## src/rtl/trig_sched_pkg.sv

```systemverilog
// Shared types and constants for the ultrasonic shot sequencer.
package trig_sched_pkg;

  typedef enum logic [4:0] {
    ST_IDLE = 5'b00001,
    ST_WAIT = 5'b00010,
    ST_FIRE = 5'b00100,
    ST_ACQ  = 5'b01000,
    ST_HOLD = 5'b10000
  } state_t;

  localparam logic [1:0] MODE_INT = 2'd0;
  localparam logic [1:0] MODE_EXT = 2'd1;
  localparam logic [1:0] MODE_SW  = 2'd2;

  localparam int unsigned MIN_PERIOD = 2;

endpackage

```

## src/rtl/trig_prf_timer.sv

```systemverilog
// Internal PRF period counter: registered 1-cycle tick every max(period,2) enabled cycles.
module trig_prf_timer
  import trig_sched_pkg::*;
#(
  parameter int unsigned W = 24
) (
  input  logic         clk,
  input  logic         rst_n,
  input  logic         restart,
  input  logic         en,
  input  logic [W-1:0] period,
  output logic         tick
);

  logic [W-1:0] cnt;
  logic [W-1:0] limit;

  always_comb begin
    limit = (period < W'(MIN_PERIOD)) ? W'(MIN_PERIOD - 1) : period - W'(1);
  end

  // >= rather than == so a period shortened mid-count still wraps.
  always_ff @(posedge clk or negedge rst_n) begin
    if (!rst_n) begin
      cnt  <= '0;
      tick <= 1'b0;
    end else if (restart) begin
      cnt  <= '0;
      tick <= 1'b0;
    end else if (en) begin
      if (cnt >= limit) begin
        cnt  <= '0;
        tick <= 1'b1;
      end else begin
        cnt  <= cnt + W'(1);
        tick <= 1'b0;
      end
    end else begin
      tick <= 1'b0;
    end
  end

endmodule

```

## src/rtl/trig_scheduler.sv

```systemverilog
// Shot sequencer: trigger select, pulser fire, acquisition wait, holdoff, burst/continuous.
// Build option TRIG_MISS_CNT_EN enables the dropped-trigger counter on o_missed.
module trig_scheduler
  import trig_sched_pkg::*;
#(
  parameter int unsigned PERIOD_W = 24,
  parameter int unsigned CNT_W    = 16
) (
  input  logic                i_clk100M,
  input  logic                i_rst_n,
  input  logic                i_arm,
  input  logic                i_abort,
  input  logic [1:0]          i_mode,
  input  logic                i_sw_trig,
  input  logic                i_ext_trig,
  input  logic [PERIOD_W-1:0] i_period,
  input  logic [15:0]         i_holdoff,
  input  logic [7:0]          i_pulse_w,
  input  logic [7:0]          i_burst,
  input  logic                i_acq_done,
  output logic                o_fire,
  output logic                o_acq_start,
  output logic                o_busy,
  output logic                o_burst_done,
  output logic [CNT_W-1:0]    o_shot_cnt,
  output logic [CNT_W-1:0]    o_missed
);

  state_t      state, state_nxt;
  logic        ext_prev, prf_tick, trig_evt;
  logic        arm_go, fire_go, leave_dead, burst_end;
  logic        continuous;
  logic [7:0]  shots_left, pw_cnt;
  logic [15:0] hold_cnt;

  trig_prf_timer #(.W(PERIOD_W)) u_prf (
    .clk     (i_clk100M),
    .rst_n   (i_rst_n),
    .restart (arm_go),
    .en      (o_busy && (i_mode == MODE_INT)),
    .period  (i_period),
    .tick    (prf_tick)
  );

  always_comb begin
    case (i_mode)
      MODE_INT: trig_evt = prf_tick;
      MODE_EXT: trig_evt = i_ext_trig & ~ext_prev;
      MODE_SW:  trig_evt = i_sw_trig;
      default:  trig_evt = 1'b0;
    endcase
  end

  always_ff @(posedge i_clk100M or negedge i_rst_n) begin
    if (!i_rst_n) state <= ST_IDLE;
    else          state <= state_nxt;
  end

  always_comb begin
    state_nxt  = state;
    arm_go     = 1'b0;
    fire_go    = 1'b0;
    leave_dead = 1'b0;
    burst_end  = 1'b0;
    case (state)
      ST_IDLE: if (i_arm) begin
        arm_go    = 1'b1;
        state_nxt = ST_WAIT;
      end
      ST_WAIT: if (trig_evt) begin
        fire_go   = 1'b1;
        state_nxt = ST_FIRE;
      end
      ST_FIRE: if (pw_cnt <= 8'd1) state_nxt = ST_ACQ;
      ST_ACQ:  if (i_acq_done) begin
        if (i_holdoff == '0) leave_dead = 1'b1;
        else                 state_nxt  = ST_HOLD;
      end
      ST_HOLD: if (hold_cnt <= 16'd1) leave_dead = 1'b1;
      default: state_nxt = ST_IDLE;
    endcase
    // Zero holdoff shares the HOLDOFF exit path straight from ACQ.
    if (leave_dead) begin
      if (!continuous && shots_left <= 8'd1) begin
        burst_end = 1'b1;
        state_nxt = ST_IDLE;
      end else begin
        state_nxt = ST_WAIT;
      end
    end
    if (i_abort) begin
      state_nxt  = ST_IDLE;
      arm_go     = 1'b0;
      fire_go    = 1'b0;
      leave_dead = 1'b0;
      burst_end  = 1'b0;
    end
  end

  // Outputs are registered from the next-state decode so they align with the state.
  always_ff @(posedge i_clk100M or negedge i_rst_n) begin
    if (!i_rst_n) begin
      ext_prev     <= 1'b0;
      o_fire       <= 1'b0;
      o_acq_start  <= 1'b0;
      o_busy       <= 1'b0;
      o_burst_done <= 1'b0;
      o_shot_cnt   <= '0;
      shots_left   <= '0;
      continuous   <= 1'b0;
      pw_cnt       <= '0;
      hold_cnt     <= '0;
    end else begin
      ext_prev     <= i_ext_trig;
      o_fire       <= (state_nxt == ST_FIRE);
      o_acq_start  <= fire_go;
      o_busy       <= (state_nxt != ST_IDLE);
      o_burst_done <= burst_end;
      if (arm_go) begin
        shots_left <= i_burst;
        continuous <= (i_burst == '0);
        o_shot_cnt <= '0;
      end else begin
        if (fire_go && o_shot_cnt != '1) o_shot_cnt <= o_shot_cnt + CNT_W'(1);
        if (leave_dead && !continuous)   shots_left <= shots_left - 8'd1;
      end
      if (fire_go)               pw_cnt <= (i_pulse_w == '0) ? 8'd1 : i_pulse_w;
      else if (state == ST_FIRE) pw_cnt <= pw_cnt - 8'd1;
      if (state == ST_ACQ)       hold_cnt <= i_holdoff;
      else if (state == ST_HOLD) hold_cnt <= hold_cnt - 16'd1;
    end
  end

`ifdef TRIG_MISS_CNT_EN
  logic miss_evt;

  always_comb begin
    miss_evt = trig_evt && !i_abort && (state inside {ST_FIRE, ST_ACQ, ST_HOLD});
  end

  always_ff @(posedge i_clk100M or negedge i_rst_n) begin
    if (!i_rst_n)                        o_missed <= '0;
    else if (arm_go)                     o_missed <= '0;
    else if (miss_evt && o_missed != '1) o_missed <= o_missed + CNT_W'(1);
  end
`else
  assign o_missed = '0;
`endif

endmodule
```

## config.mk

```make
export PLATFORM = sky130hd
export DESIGN_NAME = trig_scheduler
export DESIGN_NICKNAME = d
export VERILOG_FILES = /design/src/rtl/trig_sched_pkg.sv /design/src/rtl/trig_prf_timer.sv /design/src/rtl/trig_scheduler.sv
export SDC_FILE = /design/constraint.sdc
export NUM_CORES = 1
export LEC_CHECK = 0
export CORE_MARGIN = 3
export CORE_UTILIZATION = 50
export DETAILED_ROUTE_END_ITERATION = 12
export GPL_TIMING_DRIVEN = 0
export PLACE_DENSITY = 0.83
export SLEW_MARGIN = 20
export SYNTH_ARGS = -nofsm -noshare
export SYNTH_HDL_FRONTEND = slang
export SYNTH_SLANG_ARGS = --single-unit
```

## constraint.sdc

```tcl
create_clock -name i_clk100M -period 7.1 [get_ports i_clk100M]
set_clock_uncertainty 0.2 [all_clocks]
set_input_delay 1.775 -clock i_clk100M [delete_from_list [all_inputs] [get_ports i_clk100M]]
set_output_delay 1.775 -clock i_clk100M [all_outputs]
set_load 0.02 [all_outputs]
```

# Word level (Yosys, flattened, before mapping)
# Cells that the tools add are included.
dict set report word_totals {
  reg_bits 84
  inputBits 65
  out_inout_bits 36
  elab_cells 90
}
dict set report op_classes {
  add_sub_neg 6
  n_lt_le_gt_ge 5
  n_eq_ne 10
  muxes 40
  bitwise_logic 2
  n_reduce_logical 14
}
# op n
set ops {}
lappend ops {{24-bit two-way mux} 4}
lappend ops {{16-bit two-way mux} 4}
lappend ops {{8-bit two-way mux} 5}
lappend ops {{5-bit two-way mux} 7}
lappend ops {{5-bit case mux with 5 select lines} 1}
lappend ops {{24-bit by 1-bit adder with 24-bit output (second input constant)} 1}
lappend ops {{24-bit >= comparator} 1}
lappend ops {{24-bit by 2-bit < comparator with 1-bit output (second input constant)} 1}
lappend ops {{24-bit by 1-bit subtractor with 24-bit output (second input constant)} 1}
lappend ops {{16-bit by 1-bit adder with 16-bit output (second input constant)} 1}
lappend ops {{16-bit by 1-bit less-or-equal comparator with 1-bit output (second input constant)} 1}
lappend ops {{8-bit by 1-bit less-or-equal comparator with 1-bit output (second input constant)} 2}
lappend ops {{16-bit logical NOT} 1}
lappend ops {{8-bit logical NOT} 2}
lappend ops {{1-bit two-way mux} 16}
lappend ops {{16-bit != test (second input constant)} 1}
lappend ops {{16-bit by 1-bit subtractor with 16-bit output (second input constant)} 1}
lappend ops {{8-bit by 1-bit subtractor with 8-bit output (second input constant)} 2}
lappend ops {{5-bit by 3-bit == test with 1-bit output (second input constant)} 2}
lappend ops {{2-bit nonzero test} 5}
lappend ops {{5-bit by 1-bit == test with 1-bit output (second input constant)} 1}
lappend ops {{5-bit by 2-bit == test with 1-bit output (second input constant)} 1}
lappend ops {{5-bit by 4-bit == test with 1-bit output (second input constant)} 1}
lappend ops {{5-bit == test (second input constant)} 1}
lappend ops {{11 further kinds} 14}

# Depth between registers and ports, before layout
# Gate-level depths: netlist (run 1).
dict set report logic_depth {
  depth_word 9
  depth_mapped 16
  mapped_depth_nobuf 14
}

# Cells and area by module
# A second synthesis (run 1) with hierarchy kept.
dict set report hier_totals {
  cells_unflattened 752
  hier_area_um2 6214.7
}
# module instances cells_per_inst area_per_inst_um2 seq_area_each_um2
set modules_own_cells {}
lappend modules_own_cells {trig_scheduler 1 401 3527.1 1477.7}
lappend modules_own_cells {trig_prf_timer 1 351 2687.6 625.6}

# Worst setup path before layout (run 1)
# OpenSTA, ideal clock, no wires.
dict set report synth_path {
  path_kind {input to register}
  start {input port i_period[9]}
  end {register u_prf.cnt[21]}
  setup_time_ns 0.121
  arrival_ns 5.337
  required_ns 6.779
  slack_ns 1.442
  cell_stages 15
  path_buffers 2
  cell_sequence {or4_4 -> or4_4 -> buf_6 -> nor4_4 -> nand3b_2 -> xor2_1 -> or2_1 -> ha_1 -> nand4_1 -> nor3_1 -> nand3_1 -> or2_2 -> clkbuf_1 -> a41o_1 -> a22o_1}
}
dict set report synth_between {
  elab_chain_len 6
  word_cells_on_any_way 7
  classes_between {add/sub: 1; order compare: 2; mux: 4}
}
# element line_no
set synth_rtl {}
lappend synth_rtl {{start, declared} trig_scheduler.sv:16} ;# input logic [PERIOD_W-1:0] i_period,
lappend synth_rtl {{24-bit by 1-bit subtractor with 24-bit output or 24-bit by 2-bit < comparator with 1-bit output (tied branches)} trig_prf_timer.sv:19} ;# limit = (period < W'(MIN_PERIOD)) ? W'(MIN_PERIOD - 1) : period - W'(1);
lappend synth_rtl {{24-bit two-way mux (*)} trig_prf_timer.sv:19}
lappend synth_rtl {{24-bit >= comparator (*)} trig_prf_timer.sv:31} ;# if (cnt >= limit) begin
lappend synth_rtl {{24-bit two-way mux (*)} trig_prf_timer.sv:31}
lappend synth_rtl {{24-bit two-way mux (*)} trig_prf_timer.sv:30} ;# end else if (en) begin
lappend synth_rtl {{24-bit two-way mux (*)} trig_prf_timer.sv:27} ;# end else if (restart) begin
lappend synth_rtl {{end signal, assigned} trig_prf_timer.sv:35} ;# cnt <= cnt + W'(1);
lappend synth_rtl {{end, declared} trig_prf_timer.sv:15} ;# logic [W-1:0] cnt;
# Mark *: on every way between the ends. The rest lies on a longest branch, timed or not. The select of a mux whose other input is x is not followed.
# A chain may end at the register's enable or synchronous reset.

# Worst setup path in the final report (run 1)
dict set report layout_path {
  start {input port i_period[7]}
  end {register u_prf.cnt[22]}
}
# Same word-level chain as after synthesis.

==> metrics.cfg, run 1 <==
[yosys]
yosysTopAreaCell=dfrtp_1
ys_ff_latch=84
synthFlopType=dfrtp_1
synth_cell_types=67
post-synth-top-count-cell=nand2_1
synth_edf_count=0
syn_inst=700
ys_top_cells_by_area=dfrtp_1 34%, ha_1 6.8%, nand2_1 5.9%, nor2_1 4.1%, xnor2_1 3.9%
syn_area_um2=6070
synth-async-reset-ratio_pct=100
synth_commonest_cells=96 x nand2_1, 83 x dfrtp_1, 67 x nor2_1
synth_top_cell_area_share_pct=34.2
seq_area_frac_synth_pct=34.7
yosys_warnings=0
avgSynthCellArea_um2=8.67

[sta]
setup_violations=0
tightest_slew_ps=731
hold_slack_ps=329
setup_tns_ps=0
drv_slew=0
hold_viol=0
slew_headroom_pct=50.8
worst_slack_ps=671
period_minus_slack_ps=6430
period_share_pct=90.6
rsz0062_at_grt=no
max_freq_mhz=156

[grt]
grt_max_degree=49
antenna_found_initial=0
grt_pass1_wl_um=26000
grt_pass1_vias=5611
globalRouteOverflowTotal=0
groute.usage.overall_pct=23.6

[die]
chipHeight_um=116
rows=39
die_w_um=116
die_area_um2=13500
initial_core_util_pct=52.2
io_pins=101
coreArea_um2=11600

[placed_design]
dp.cells=943
numPortBuffers=84
hpwlAfterDp_um=12000
pre_cts_slack_ps=319
place.gp.congestion=0.893

[final_layout]
drive_gt1_share_pct=7.24
area_growth_syn_to_layout_pct=23.1
fin_nets=909
fillCellCount=971
finalNonFillerCells=958
diodes=0

[cts]
cts_sinks=84
cts_buffer_depth=2
cts.clk_slew.worst_paths_ps=60
root_buffer=clkbuf_16
cts_inserted_buffers=9
post_cts_resized=0
worstSkewPairLatency_ps=340
hold_buffers=0
cts_tree=yes
htreeDepth=3
post_cts_buffers=0

[power_and_ir_drop]
vdd_drop_max_mv=0.111
power_density_nw_per_um2=162
power_mw=1.21
p_leak_nw=3.03

[worst_setup_path]
start_kind=primary input
r2r_start=u_prf.cnt[21]$_DFFE_PN0P_
crit_path_end=u_prf.cnt[22]$_DFFE_PN0P_
crit_path_max_incr_delay_ps=560
worst_setup_path_end_kind=flop
rr_worst_depth=8
cp_top_family=simple AND/OR/NAND/NOR gates
cp_common_cell=or4_4
r2r_slack_ps=4120
critPathBufInv=3
critical_path.max_fanout=10
reg2reg_to=u_prf.cnt[22]$_DFFE_PN0P_
startpoint=i_period[7]
required_ps=7120
crit_type=primary input to flop
crit_path_top_delay_cell=or4_4
worstPathCellList=clkdlybuf4s50_1, or4_4, or4_4, buf_6, nor4_4, nand3b_2, xor2_1, or2_1, ha_1, nand4_1, nor3_1, nand3_1, o21ai_0, nor2_1, clkbuf_1, a22o_1
crit_cells=16
worstPathArrival_ps=6450

[job]
cap_viol_max_count=0

[hold_path]
hold_class=flop to flop

[route]
viasPerCell=6.02
vias=5766
post-route-drc-count=0
drtPass1Iterations=5
ant_nets=0
wl_um=15800
avgRoutedWirePerCell_um=16.5
drt_iter0_drc=659

[outcome]
status=completed

## cells in the final DEF (no fill, tap or decap), types with 4 or more instances in the layout
cell,n
a2111oi_2,6
a211o_1,4
a21oi_1,26
a221o_1,7
a22o_1,14
a41o_1,8
and3b_1,4
buf_4,18
clkbuf_1,23
clkbuf_16,9
clkdlybuf4s50_1,83
conb_1,16
dfrtp_1,83
ha_1,33
inv_1,17
mux2i_1,5
nand2_1,96
nand2b_1,7
nand3_1,26
nand3b_1,5
nand4_1,16
nor2_1,67
nor2b_1,5
nor3_1,28
nor4_1,26
o211ai_1,6
o21ai_0,30
o21ai_1,4
o41ai_1,8
or2_1,7
or2_2,4
or3_1,10
or4_1,10
xnor2_1,27
xor2_1,16
## power by group
group	total (mW)	internal [mW]	switching, mW	leakage (nW)
clock network	0.488	0.307	0.182	0.144
registers	0.525	0.501	0.0236	1.05
logic	0.195	0.0919	0.103	1.83
total	1.21	0.900	0.308	3.03
## worst min path at each step
| stage | start | to | slack (ps) | cells past startpoint |
|---|---|---|---|---|
| 2_1_floorplan | u_prf.cnt[18]$_DFFE_PN0P_ | u_prf.cnt[18]$_DFFE_PN0P_ | 280 | 1 |
| 3_3_place_gp | pw_cnt[7]$_DFFE_PN0P_ | pw_cnt[7]$_DFFE_PN0P_ | 300 | 2 |
| 3_5_place_dp | u_prf.cnt[18]$_DFFE_PN0P_ | u_prf.cnt[18]$_DFFE_PN0P_ | 310 | 1 |
| 4_1_cts | hold_cnt[3]$_DFFE_PN0P_ | hold_cnt[3]$_DFFE_PN0P_ | 330 | 2 |
| 5_1_grt | u_prf.cnt[18]$_DFFE_PN0P_ | u_prf.cnt[18]$_DFFE_PN0P_ | 340 | 1 |
| 6_report | hold_cnt[3]$_DFFE_PN0P_ | hold_cnt[3]$_DFFE_PN0P_ | 330 | 2 |
## state kept, by name, indices dropped and copies added (netlist names)
register / cells
o_burst_done: 1
u_prf.cnt: 24
state: 5
u_prf.tick: 1
shots_left: 8
o_shot_cnt: 16
o_fire: 1
continuous: 1
hold_cnt: 16
pw_cnt: 8
ext_prev: 1
o_busy: 1
o_acq_start: 1
## layout make-up
class / count / area [um^2] / share of cell area, %
clock buffer: 13 / 240 / 3.22
sequential: 84 / 2100 / 28.2
inverter: 17 / 63.8 / 0.854
buffer: 40 / 223 / 2.98
timing repair buffer: 85 / 866 / 11.6
multi-input combinational: 574 / 3730 / 50.0
clock inverter: 2 / 60.1 / 0.804
tap: 143 / 179 / 2.40
## metal layers
metal  track usage [%]  share of wire (%)  routed length [um]  vias to the layer above
li1                  -                  -                   -                     2794
met4              7.81                1.9                 308                        0
met2              44.1                 52                8190                      233
met3              2.38                5.4                 859                       24
met5                 0                  0                   0                        -
met1              28.4                 41                6460                     2715
## stage by stage
step | utilization [%] | instance area, um^2
after floorplan | - | 6120
after global placement | 61.5 | 7140
after detailed placement | 61.7 | 7170
after CTS | 64.3 | 7470
after global routing | 64.3 | 7470
final | 64.3 | 7470
## cell families after synthesis
logic type | count (synthesis) | synth area share (%)
AOI/OAI and AO/OA | 137 | 16.7
adders and majority gates | 33 | 6.81
and+or+nand+nor | 338 | 29.6
muxes | 7 | 1.20
other | 1 | 0.0618
buffers and inverters | 57 | 4.72
xor gates and xnor gates | 43 | 6.21
DFF | 84 | 34.7
## tightest hold or removal path, cell delays in order (launching register included)
cell,delay (ps)
dfrtp_1,370
nand2_1,60
nand3_1,70
Power figures use the tool's default switching activity.
==> run 2, diff against run 1 <==
- CORE_ASPECT_RATIO: unset -> 0.9
- CTS_CLUSTER_DIAMETER: unset -> 120
==> run 2 against run 1 <==
- sequential cell count unchanged
- core utilization grew 0.062 points
- combinational power about the same
- design area rose by 0.15%
- die area about the same
- sequential power is essentially flat
- clock power decreased by 4.3%
- final cell count rose by 1.5%
- register-to-register slack got worse by 70 ps
- critical path type unchanged
- largest cell class unchanged
==> metrics.cfg, run 2 (synthesis results as in run 1) <==
[outcome]
status=completed  ; unchanged

[worst_setup_path]
start_kind=primary input  ; unchanged
worstPathCellList=clkdlybuf4s50_1, or4_4, or4_4, buf_6, nor4_4, nand3b_2, xor2_1, or2_1, ha_1, nand4_1, nor3_1, nand3_1, o21ai_0, nor2_1, clkbuf_1, a22o_1  ; unchanged
cp_top_family=simple AND/OR/NAND/NOR gates  ; unchanged
crit_cells=16  ; unchanged
worst_setup_path_end_kind=flop  ; unchanged
crit_path_top_delay_cell=or4_4  ; unchanged
worstPathArrival_ps=6430  ; was 6450 ps
critPathBufInv=3  ; unchanged
cp_common_cell=or4_4  ; unchanged
required_ps=7130  ; was 7120 ps
critical_path.max_fanout=10  ; unchanged
crit_path_max_incr_delay_ps=560  ; about the same
crit_type=primary input to flop  ; unchanged
rr_worst_depth=8  ; unchanged

[cts]
cts_sinks=84  ; unchanged
cts_tree=yes  ; unchanged
post_cts_buffers=0  ; unchanged
worstSkewPairLatency_ps=340  ; about the same
htreeDepth=3  ; unchanged
post_cts_resized=0  ; unchanged
root_buffer=clkbuf_16  ; unchanged
cts_buffer_depth=2  ; unchanged
hold_buffers=0  ; unchanged
cts.clk_slew.worst_paths_ps=60  ; about the same
cts_inserted_buffers=9  ; unchanged

[power_and_ir_drop]
power_mw=1.19  ; was 1.21 mW
power_density_nw_per_um2=159  ; was 162 nW/um^2
vdd_drop_max_mv=0.135  ; was 0.111 mV
p_leak_nw=3.03  ; about the same

[die]
rows=37  ; was 39
die_w_um=122  ; was 116 um
chipHeight_um=111  ; was 116 um
coreArea_um2=11600  ; about the same
initial_core_util_pct=52.2  ; about the same
io_pins=101  ; unchanged
die_area_um2=13500  ; about the same

[final_layout]
fin_nets=909  ; unchanged
finalNonFillerCells=972  ; was 958
final_cell_mix=96 x nand2_1, 83 x dfrtp_1, 83 x clkdlybuf4s50_1  ; unchanged
final_common_cell=nand2_1  ; unchanged
top_regs=u_prf.cnt: 24 flops, hold_cnt: 16 flops, o_shot_cnt: 16 flops  ; unchanged
final_cell_area_um2=7480  ; was 7470 um^2
regMostFlops=u_prf.cnt  ; unchanged
largest_reg_flops=24  ; unchanged
fillCellCount=974  ; was 971
final_core_util_pct=64.4  ; was 64.3%
drive_gt1_share_pct=7.60  ; was 7.24%
diodes=0  ; unchanged
area_growth_syn_to_layout_pct=23.3  ; was 23.1%

[route]
post-route-drc-count=0  ; unchanged
viasPerCell=5.98  ; was 6.02
wl_um=16000  ; was 15800 um
vias=5816  ; was 5766
drtPass1Iterations=5  ; unchanged
drt_iter0_drc=641  ; was 659
ant_nets=0  ; unchanged
avgRoutedWirePerCell_um=16.4  ; was 16.5 um

[sta]
hold_viol=0  ; unchanged
setup_violations=0  ; unchanged
slew_headroom_pct=34.0  ; was 50.8%
max_freq_mhz=156  ; about the same
period_share_pct=90.2  ; was 90.6%
setup_tns_ps=0  ; unchanged
period_minus_slack_ps=6400  ; was 6430 ps
hold_slack_ps=339  ; was 329 ps
worst_slack_ps=698  ; was 671 ps
rsz0062_at_grt=no  ; unchanged
drv_slew=0  ; unchanged
tightest_slew_ps=981  ; was 731 ps

[job]
cap_viol_max_count=0  ; unchanged

[placed_design]
pre_cts_slack_ps=386  ; was 319 ps
dp.cells=956  ; was 943
place.gp.congestion=0.910  ; was 0.893
numPortBuffers=84  ; unchanged
placed_area_um2=7180  ; was 7170 um^2
hpwlAfterDp_um=12300  ; was 12000 um

[grt]
antenna_found_initial=0  ; unchanged
grt_pass1_wl_um=26600  ; was 26000 um
globalRouteOverflowTotal=0  ; unchanged
groute.usage.overall_pct=23.9  ; was 23.6%
grt_pass1_vias=5809  ; was 5611
grt_max_degree=52  ; was 49

[hold_path]
hold_depth=2  ; unchanged
hold_class=flop to flop  ; unchanged

[run 2: changes by cell type in the layout (fill, tap and decap cells not counted)]
| cell | previous run | this run |
|---|---|---|
| clkbuf_1 | 23 | 21 |
| clkinv_2 | 0 | 2 |
| clkbuf_8 | 0 | 1 |
| bufinv_16 | 2 | 1 |
| clkinv_4 | 0 | 1 |
[run 2: path summary, 6_finish.rpt]
path | startpoint | to | slack (ps)
setup / recovery | i_period[7] | u_prf.cnt[10]$_DFFE_PN0P_ | 700
min in group asynchronous | i_rst_n | hold_cnt[9]$_DFFE_PN0P_ | 1180
hold / removal | hold_cnt[3]$_DFFE_PN0P_ | hold_cnt[3]$_DFFE_PN0P_ | 340
setup reg to reg | state[3]$_DFF_PN0_ | u_prf.cnt[10]$_DFFE_PN0P_ | 4050
hold reg to reg | hold_cnt[3]$_DFFE_PN0P_ | hold_cnt[3]$_DFFE_PN0P_ | 340
max in group asynchronous | i_rst_n | u_prf.cnt[17]$_DFFE_PN0P_ | 4920
[run 2: metal layers]
layer | track usage [%] | wire [um] | vias to the layer above
li1 | - | - | 2776
met1 | 31.0 | 6930 | 2750
met2 | 39.6 | 7650 | 254
met3 | 3.99 | 1050 | 36
met4 | 9.25 | 349 | 0
met5 | 0 | 0 | -
[run 2: report_power, final]
part	internal, mW	total, mW	switching, mW
Combinational	0.0919	0.197	0.105
Clock	0.282	0.467	0.185
Sequential	0.501	0.525	0.0244
Total	0.875	1.19	0.315
[run 2: final cells by class]
cell class / instances / area (um^2) / area share, %
clock inverters: 4 / 48.8 / 0.652
multi-input cells: 574 / 3730 / 49.9
plain buffers: 40 / 223 / 2.98
clock buffers: 12 / 246 / 3.30
inverters: 17 / 63.8 / 0.853
flip-flops and latches: 84 / 2100 / 28.1
well taps: 156 / 195 / 2.61
repair buffers: 85 / 866 / 11.6
[run 2: worst register-to-register path, cell delays in order, from the launching register on]
cell	delay [ps]
dfrtp_1	360
clkbuf_1	200
nand4bb_1	350
nor4_2	710
nor2_1	150
o21ai_0	240
nor2_1	190
clkbuf_1	280
a22o_1	270
==> run 3, diff against run 2 <==
- clock period: 7.1 -> 7.4 ns (I/O delays scaled with it)
==> results of run 3 <==
The final DEF is identical to that of run 2. Status: completed.
Main changes from that run: setup slack after placement 386 ps -> 611 ps; setup slack after layout 698 ps -> 923 ps; register-to-register setup slack 4050 ps -> 4350 ps; total power 1.19 mW -> 1.14 mW; worst IR drop on VDD 0.135 mV -> 0.129 mV
